## src/rtl/strassen_pkg.sv

```systemverilog
// Shared types and constants for the 2x2 Strassen/naive matrix multiply engine.
// Latency: n/a (declarations only).
// Backpressure: n/a.
package strassen_pkg;

  typedef enum logic [2:0] {
    S_IDLE    = 3'd0,
    S_LOAD    = 3'd1,
    S_MULT    = 3'd2,
    S_COMBINE = 3'd3,
    S_OUT     = 3'd4
  } state_t;

  localparam logic MODE_STRASSEN = 1'b0;
  localparam logic MODE_NAIVE    = 1'b1;

  localparam logic [3:0] NPROD_STRASSEN = 4'd7;
  localparam logic [3:0] NPROD_NAIVE    = 4'd8;

  // Strassen product slots, issued in this order
  localparam logic [2:0] M1 = 3'd0;
  localparam logic [2:0] M2 = 3'd1;
  localparam logic [2:0] M3 = 3'd2;
  localparam logic [2:0] M4 = 3'd3;
  localparam logic [2:0] M5 = 3'd4;
  localparam logic [2:0] M6 = 3'd5;
  localparam logic [2:0] M7 = 3'd6;

  // Naive product slots a_ik*b_kj, issued in this order
  localparam logic [2:0] N11_11 = 3'd0;
  localparam logic [2:0] N12_21 = 3'd1;
  localparam logic [2:0] N11_12 = 3'd2;
  localparam logic [2:0] N12_22 = 3'd3;
  localparam logic [2:0] N21_11 = 3'd4;
  localparam logic [2:0] N22_21 = 3'd5;
  localparam logic [2:0] N21_12 = 3'd6;
  localparam logic [2:0] N22_22 = 3'd7;

endpackage

```

## src/rtl/strassen_mul.sv

```systemverilog
// Signed OWxOW multiplier with a single output register.
// Latency: 1 cycle, result valid the cycle after operands are presented.
// Backpressure: none; free-running every cycle.
module strassen_mul #(
  parameter int OW = 17
) (
  input  logic                   clk,
  input  logic                   rst,
  input  logic signed [OW-1:0]   a,
  input  logic signed [OW-1:0]   b,
  output logic signed [2*OW-1:0] p
);

  // Register the full-width signed product
  always_ff @(posedge clk) begin
    if (rst) p <= '0;
    else     p <= a * b;
  end

endmodule

```

## src/rtl/strassen_2x2_engine.sv

```systemverilog
// 2x2 signed matrix multiply, Strassen (7 products) or naive (8 products), one multiplier.
// Latency: 10 (Strassen) / 11 (naive) cycles from 4th accepted beat to first result beat.
// Backpressure: result beats held stable while c_valid && !c_ready; inputs only taken in LOAD.
module strassen_2x2_engine
  import strassen_pkg::*;
#(
  parameter  int DATA_WIDTH = 16,
  localparam int ACC_WIDTH  = 2*DATA_WIDTH+4
) (
  input  logic                         clk,
  input  logic                         rst,
  input  logic                         start,
  input  logic                         mode,
  input  logic                         in_valid,
  output logic                         in_ready,
  input  logic signed [DATA_WIDTH-1:0] a_data,
  input  logic signed [DATA_WIDTH-1:0] b_data,
  output logic                         c_valid,
  input  logic                         c_ready,
  output logic signed [ACC_WIDTH-1:0]  c_data,
  output logic                         c_last,
  output logic                         busy,
  output logic                         done
);

  localparam int OW = DATA_WIDTH + 1;   // pre-add width
  localparam int PW = 2*OW;             // product width

  state_t state_q, state_d;
  logic                         mode_q;
  logic [1:0]                   beat_q;
  logic [3:0]                   mul_cnt_q;
  logic                         done_q;
  logic signed [DATA_WIDTH-1:0] a_q [4];
  logic signed [DATA_WIDTH-1:0] b_q [4];
  logic signed [PW-1:0]         prod_q [8];
  logic signed [ACC_WIDTH-1:0]  c_q [4];

  logic                 in_hs, out_hs;
  logic [3:0]           nprod;
  logic signed [OW-1:0] a11, a12, a21, a22, b11, b12, b21, b22;
  logic signed [OW-1:0] op_a, op_b;
  logic signed [PW-1:0] mul_p;

  function automatic logic signed [ACC_WIDTH-1:0] sx(input logic signed [PW-1:0] p);
    return {{(ACC_WIDTH-PW){p[PW-1]}}, p};
  endfunction

  assign in_hs  = (state_q == S_LOAD) && in_valid;
  assign out_hs = (state_q == S_OUT) && c_ready;
  assign nprod  = (mode_q == MODE_NAIVE) ? NPROD_NAIVE : NPROD_STRASSEN;
  assign done   = done_q;

  // Operands stored row-major; sign-extend once so every pre-add has headroom
  assign a11 = {a_q[0][DATA_WIDTH-1], a_q[0]};
  assign a12 = {a_q[1][DATA_WIDTH-1], a_q[1]};
  assign a21 = {a_q[2][DATA_WIDTH-1], a_q[2]};
  assign a22 = {a_q[3][DATA_WIDTH-1], a_q[3]};
  assign b11 = {b_q[0][DATA_WIDTH-1], b_q[0]};
  assign b12 = {b_q[1][DATA_WIDTH-1], b_q[1]};
  assign b21 = {b_q[2][DATA_WIDTH-1], b_q[2]};
  assign b22 = {b_q[3][DATA_WIDTH-1], b_q[3]};

  // Select the pre-added operand pair for the product issued this cycle
  always_comb begin
    op_a = '0;
    op_b = '0;
    if (state_q == S_MULT && mul_cnt_q < nprod) begin
      if (mode_q == MODE_STRASSEN) begin
        case (mul_cnt_q[2:0])
          M1: begin op_a = a11 + a22; op_b = b11 + b22; end
          M2: begin op_a = a21 + a22; op_b = b11;       end
          M3: begin op_a = a11;       op_b = b12 - b22; end
          M4: begin op_a = a22;       op_b = b21 - b11; end
          M5: begin op_a = a11 + a12; op_b = b22;       end
          M6: begin op_a = a21 - a11; op_b = b11 + b12; end
          M7: begin op_a = a12 - a22; op_b = b21 + b22; end
          default: begin op_a = '0; op_b = '0; end
        endcase
      end else begin
        case (mul_cnt_q[2:0])
          N11_11: begin op_a = a11; op_b = b11; end
          N12_21: begin op_a = a12; op_b = b21; end
          N11_12: begin op_a = a11; op_b = b12; end
          N12_22: begin op_a = a12; op_b = b22; end
          N21_11: begin op_a = a21; op_b = b11; end
          N22_21: begin op_a = a22; op_b = b21; end
          N21_12: begin op_a = a21; op_b = b12; end
          N22_22: begin op_a = a22; op_b = b22; end
          default: begin op_a = '0; op_b = '0; end
        endcase
      end
    end
  end

  strassen_mul #(.OW(OW)) u_mul (
    .clk (clk),
    .rst (rst),
    .a   (op_a),
    .b   (op_b),
    .p   (mul_p)
  );

  // State register
  always_ff @(posedge clk) begin
    if (rst) state_q <= S_IDLE;
    else     state_q <= state_d;
  end

  // Next-state and handshake outputs
  always_comb begin
    state_d  = state_q;
    in_ready = 1'b0;
    c_valid  = 1'b0;
    c_last   = 1'b0;
    c_data   = '0;
    busy     = (state_q != S_IDLE);
    case (state_q)
      S_IDLE: begin
        if (start) state_d = S_LOAD;
      end
      S_LOAD: begin
        in_ready = 1'b1;
        if (in_hs && beat_q == 2'd3) state_d = S_MULT;
      end
      S_MULT: begin
        // last cycle drains the multiplier register into the product bank
        if (mul_cnt_q == nprod) state_d = S_COMBINE;
      end
      S_COMBINE: begin
        state_d = S_OUT;
      end
      S_OUT: begin
        c_valid = 1'b1;
        c_data  = c_q[beat_q];
        c_last  = (beat_q == 2'd3);
        if (out_hs && beat_q == 2'd3) state_d = S_IDLE;
      end
      default: state_d = S_IDLE;
    endcase
  end

  // Datapath: operand capture, product bank, combine, output beat index
  always_ff @(posedge clk) begin
    if (rst) begin
      mode_q    <= MODE_STRASSEN;
      beat_q    <= '0;
      mul_cnt_q <= '0;
      done_q    <= 1'b0;
      for (int i = 0; i < 4; i++) begin
        a_q[i] <= '0;
        b_q[i] <= '0;
        c_q[i] <= '0;
      end
      for (int i = 0; i < 8; i++) prod_q[i] <= '0;
    end else begin
      done_q <= out_hs && (beat_q == 2'd3);
      case (state_q)
        S_IDLE: begin
          beat_q    <= '0;
          mul_cnt_q <= '0;
          if (start) mode_q <= mode;
        end
        S_LOAD: begin
          if (in_hs) begin
            a_q[beat_q] <= a_data;
            b_q[beat_q] <= b_data;
            beat_q      <= beat_q + 2'd1;
          end
        end
        S_MULT: begin
          mul_cnt_q <= mul_cnt_q + 4'd1;
          // product issued last cycle is now on the multiplier output
          if (mul_cnt_q != 4'd0) prod_q[3'(mul_cnt_q - 4'd1)] <= mul_p;
        end
        S_COMBINE: begin
          if (mode_q == MODE_STRASSEN) begin
            c_q[0] <= sx(prod_q[M1]) + sx(prod_q[M4]) - sx(prod_q[M5]) + sx(prod_q[M7]);
            c_q[1] <= sx(prod_q[M3]) + sx(prod_q[M5]);
            c_q[2] <= sx(prod_q[M2]) + sx(prod_q[M4]);
            c_q[3] <= sx(prod_q[M1]) - sx(prod_q[M2]) + sx(prod_q[M3]) + sx(prod_q[M6]);
          end else begin
            c_q[0] <= sx(prod_q[N11_11]) + sx(prod_q[N12_21]);
            c_q[1] <= sx(prod_q[N11_12]) + sx(prod_q[N12_22]);
            c_q[2] <= sx(prod_q[N21_11]) + sx(prod_q[N22_21]);
            c_q[3] <= sx(prod_q[N21_12]) + sx(prod_q[N22_22]);
          end
        end
        S_OUT: begin
          if (out_hs) beat_q <= beat_q + 2'd1;
        end
        default: beat_q <= '0;
      endcase
    end
  end

endmodule

```

## config.mk

```make
export PLATFORM = sky130hd
export DESIGN_NAME = strassen_2x2_engine
export DESIGN_NICKNAME = d
export VERILOG_FILES = /design/src/rtl/strassen_pkg.sv /design/src/rtl/strassen_mul.sv /design/src/rtl/strassen_2x2_engine.sv
export SDC_FILE = /design/constraint.sdc
export NUM_CORES = 2
export LEC_CHECK = 0
export BUFFER_PORTS_ARGS = -buffer_cell sky130_fd_sc_hd__buf_2
export CAP_MARGIN = 20
export CORE_ASPECT_RATIO = 0.5
export CORE_MARGIN = 2
export CORE_UTILIZATION = 45
export DETAILED_ROUTE_END_ITERATION = 12
export PLACE_DENSITY = 0.59
export SLEW_MARGIN = 25
export SYNTH_ARGS = -nofsm -noshare
export SYNTH_HDL_FRONTEND = slang
export SYNTH_SLANG_ARGS = --single-unit
```

## constraint.sdc

```tcl
create_clock -name clk -period 10.7 [get_ports clk]
set_input_delay 1.07 -clock clk [delete_from_list [all_inputs] [get_ports clk]]
set_output_delay 1.07 -clock clk [all_outputs]
set_load 0.01 [all_outputs]
```

==> results.json <==
{
  "ctsHoldBuffers": 0,
  "nets": 6945,
  "reg2reg_slack_ns": 0.51,
  "wl_um": 193000,
  "drt_iter0_drc": 4871,
  "grt_max_degree": 65,
  "boundaryPins": 79,
  "clk_pin_slew_worst_paths_ns": 0.08,
  "h-tree-depth": 2,
  "cpMaxStageDelayCell": "fa_1",
  "die_area_um2": 130000,
  "cp-start-kind": "flop",
  "cts-root-buf": "clkbuf_16",
  "port_buffers": 78,
  "power_frac_comb_pct": 24.7,
  "clkPwrFrac_pct": 35.3,
  "max_stage_delay_ns": 0.54,
  "synth-edff-count": 542,
  "start_util_pct": 45.3,
  "end_kind": "flop",
  "avgSynthCellArea_um2": 9.54,
  "power_density_nw_per_um2": 108,
  "peakVddDrop_mv": 0.165,
  "route.detailed.drc": 0,
  "antenna_found_initial": 6,
  "core-area_um2": 126000,
  "ys.flop_type": "edfxtp_1",
  "via_count": 45700,
  "fillers": 11800,
  "fin_ws_ns": 0.512,
  "p_seq_share_pct": 40.0,
  "slew_headroom_pct": 25.3,
  "ff2ff_path_depth": 37,
  "ys_seq_area_share_pct": 30.2,
  "grt_pass1_vias": 45700,
  "cts_buffers": 61,
  "critPathLaunch": "mul_cnt_q[1]",
  "gr-total-overflow": 0,
  "status": "finished, final reports clean",
  "synth-async-reset-ratio_pct": 0,
  "wl_per_cell_um": 24.8,
  "gp_congestion": 0.976,
  "clock_path_buffers": 3,
  "finClkSkew_ns": 0.0541,
  "switching_share_pct": 32.5,
  "hpwl_um": 146000,
  "ys_types": 94,
  "postRouteAntennaNets": 0,
  "drt_first_pass_iters": 10,
  "drive_gt1_share_pct": 7.32,
  "ys_ff_latch": 589,
  "tritoncts": "yes",
  "cp_max_fo": 18,
  "max_freq_mhz": 98.2,
  "rr_startpoint": "mul_cnt_q[1]",
  "post-route-util_pct": 49.2,
  "hold_path_class": "reg2reg",
  "die_x_um": 508,
  "hold_depth": 2,
  "die_h_um": 256,
  "min_period_over_period_pct": 95.2,
  "netSwitchingPower_mw": 2.17,
  "syn_area_um2": 57100,
  "fin_tns_setup_ns": 0,
  "num_rows": 92,
  "crit_required_ns": 11.24,
  "period_needed_ns": 10.19,
  "cap_violations": 0,
  "grt.total_usage_pct": 29.4,
  "insertion_delay_ns": 0.72,
  "rsz0062_at_grt": "no",
  "clock-sinks": 589,
  "pre_cts_slack_ns": 0.0869,
  "leakagePower_nw": 27.6,
  "intPower_mw": 4.51,
  "yosys_warnings": 0,
  "worstSetupPathType": "reg2reg",
  "drv_slew": 0,
  "finalSetupViolCount": 0,
  "cp-endpoint": "u_mul.p[31]",
  "area_delta_synth_final_pct": 8.64,
  "r2r-end": "u_mul.p[31]",
  "synth_cells": 5979,
  "worstMarginPinSlew_ns": 1.12,
  "drt-vias-per-instance": 5.88,
  "syn_nets": 6900,
  "hold_viol_final": 0,
  "grt_pass1_wl_um": 290000,
  "arrival_ns": 10.73
}
sequential cells by signal, indices dropped and copies added, names as in the netlist, named ones only:
signal	flops
c_q	142
state_q	3
u_mul.p	34
beat_q	2
b_q	64
prod_q	272
mul_cnt_q	4
mode_q	1
a_q	64
done	1
metrics by stage:
stage	cells	cell area (µm²)	power, mW	hold WS [ns]
final	7772	62000	6.68	0.585
after global routing	7769	62000	6.95	0.632
after CTS	7766	61900	6.67	0.588
after detailed placement	7650	59700	4.33	0.573
after global placement	7650	59700	4.31	0.550
after floorplan	5979	57100	3.83	0.507
metal layers:
| layer | up-vias | GRT usage, % | routed length, µm |
|---|---|---|---|
| li1 | 20800 | - | - |
| met1 | 22800 | 42.7 | 86900 |
| met2 | 1836 | 45.2 | 84400 |
| met3 | 294 | 4.72 | 15500 |
| met4 | 2 | 8.49 | 6100 |
| met5 | - | 0 | 13 |
worst max-delay path, delay by kind of cell (launching register included):
family                     cells  cell delay [ns]
AOI/OAI and AO/OA             13             3.57
xor gates and xnor gates       1             0.18
adders and majority gates      9             3.96
buffers and inverters          7             0.63
DFF                            1             0.43
muxes                          2             0.63
and+or+nand+nor                5             0.61
repair_timing:
action,CTS,global route
endpoints found under the setup margin,0,11
gates resized for setup,0,14
setup buffers,0,1
power by group through the flow:
| stage | combinational [mW] | sequential, mW | clock [mW] |
|---|---|---|---|
| floorplan | 1.15 | 2.68 | 0 |
| global placement | 1.59 | 2.72 | 0 |
| detailed placement | 1.61 | 2.72 | 0 |
| CTS | 1.62 | 2.67 | 2.38 |
| global route | 1.80 | 2.68 | 2.46 |
| finish | 1.65 | 2.67 | 2.36 |
cell type report:
cell class,instances,area (µm²),area share [%]
multi-input cells,4470,36600,59.0
flip-flops and latches,589,17200,27.8
inverters,709,2660,4.29
well taps,1692,2120,3.42
clock buffers,78,1740,2.81
repair buffers,193,1260,2.03
clock inverters,38,417,0.672
diodes,3,7.51,0.0121
how the worst min path moves through the flow:
| stage | from | endpoint | slack [ns] |
|---|---|---|---|
| floorplan | mul_cnt_q[3] | mul_cnt_q[3] | 0.51 |
| CTS | mul_cnt_q[3] | mul_cnt_q[3] | 0.59 |
| finish | mul_cnt_q[3] | mul_cnt_q[3] | 0.59 |
| detailed placement | beat_q[1] | flop | 0.57 |
| global placement | mul_cnt_q[3] | mul_cnt_q[3] | 0.55 |
| global route | mul_cnt_q[1] | mul_cnt_q[1] | 0.63 |
cells in the mapped netlist, types with 71 or more instances:
master,n,area (µm²)
a21o_1,122,916
a21oi_1,360,1800
and2_1,465,2910
and3_1,71,444
clkbuf_1,181,679
edfxtp_1,542,16300
fa_1,446,8930
ha_1,437,5470
inv_1,709,2660
nand2_1,474,1780
nand3_1,80,400
nor2_1,451,1690
nor3_1,101,505
o21ai_0,267,1340
xnor2_1,177,1550
xor2_1,152,1330
layout by cell type, fill, tap and decap left out, drive strengths merged, types with 23 or more instances in the layout:
cell type  instances
edfxtp           542
o21ai            274
o21a              60
mux4              36
clkbuf            78
fa               446
a221oi            29
buf              193
o211ai            30
inv              713
dfxtp             47
ha               437
xnor2            177
nand2            474
and2             465
nor3             102
or3               31
nor2             451
nand3             80
a222oi            32
clkinv            23
o21bai            40
and3              71
a31oi             38
nor2b             50
xor2             152
a211oi            56
o22ai             35
a21oi            360
nand4             32
nand2b            65
a21o             122
cell families (layout without fill, tap and decap cells):
logic type	after synthesis	after routing	synth area share, %
simple gates	1923	1923	16.9
compound gates	1261	1261	14.4
buf+inv	920	1018	6.12
fa+ha+maj	883	883	25.2
flops	589	589	30.2
xor+xnor	329	329	5.05
mux	74	74	2.13
other cells	0	3	0
Power figures use the tool's default switching activity.
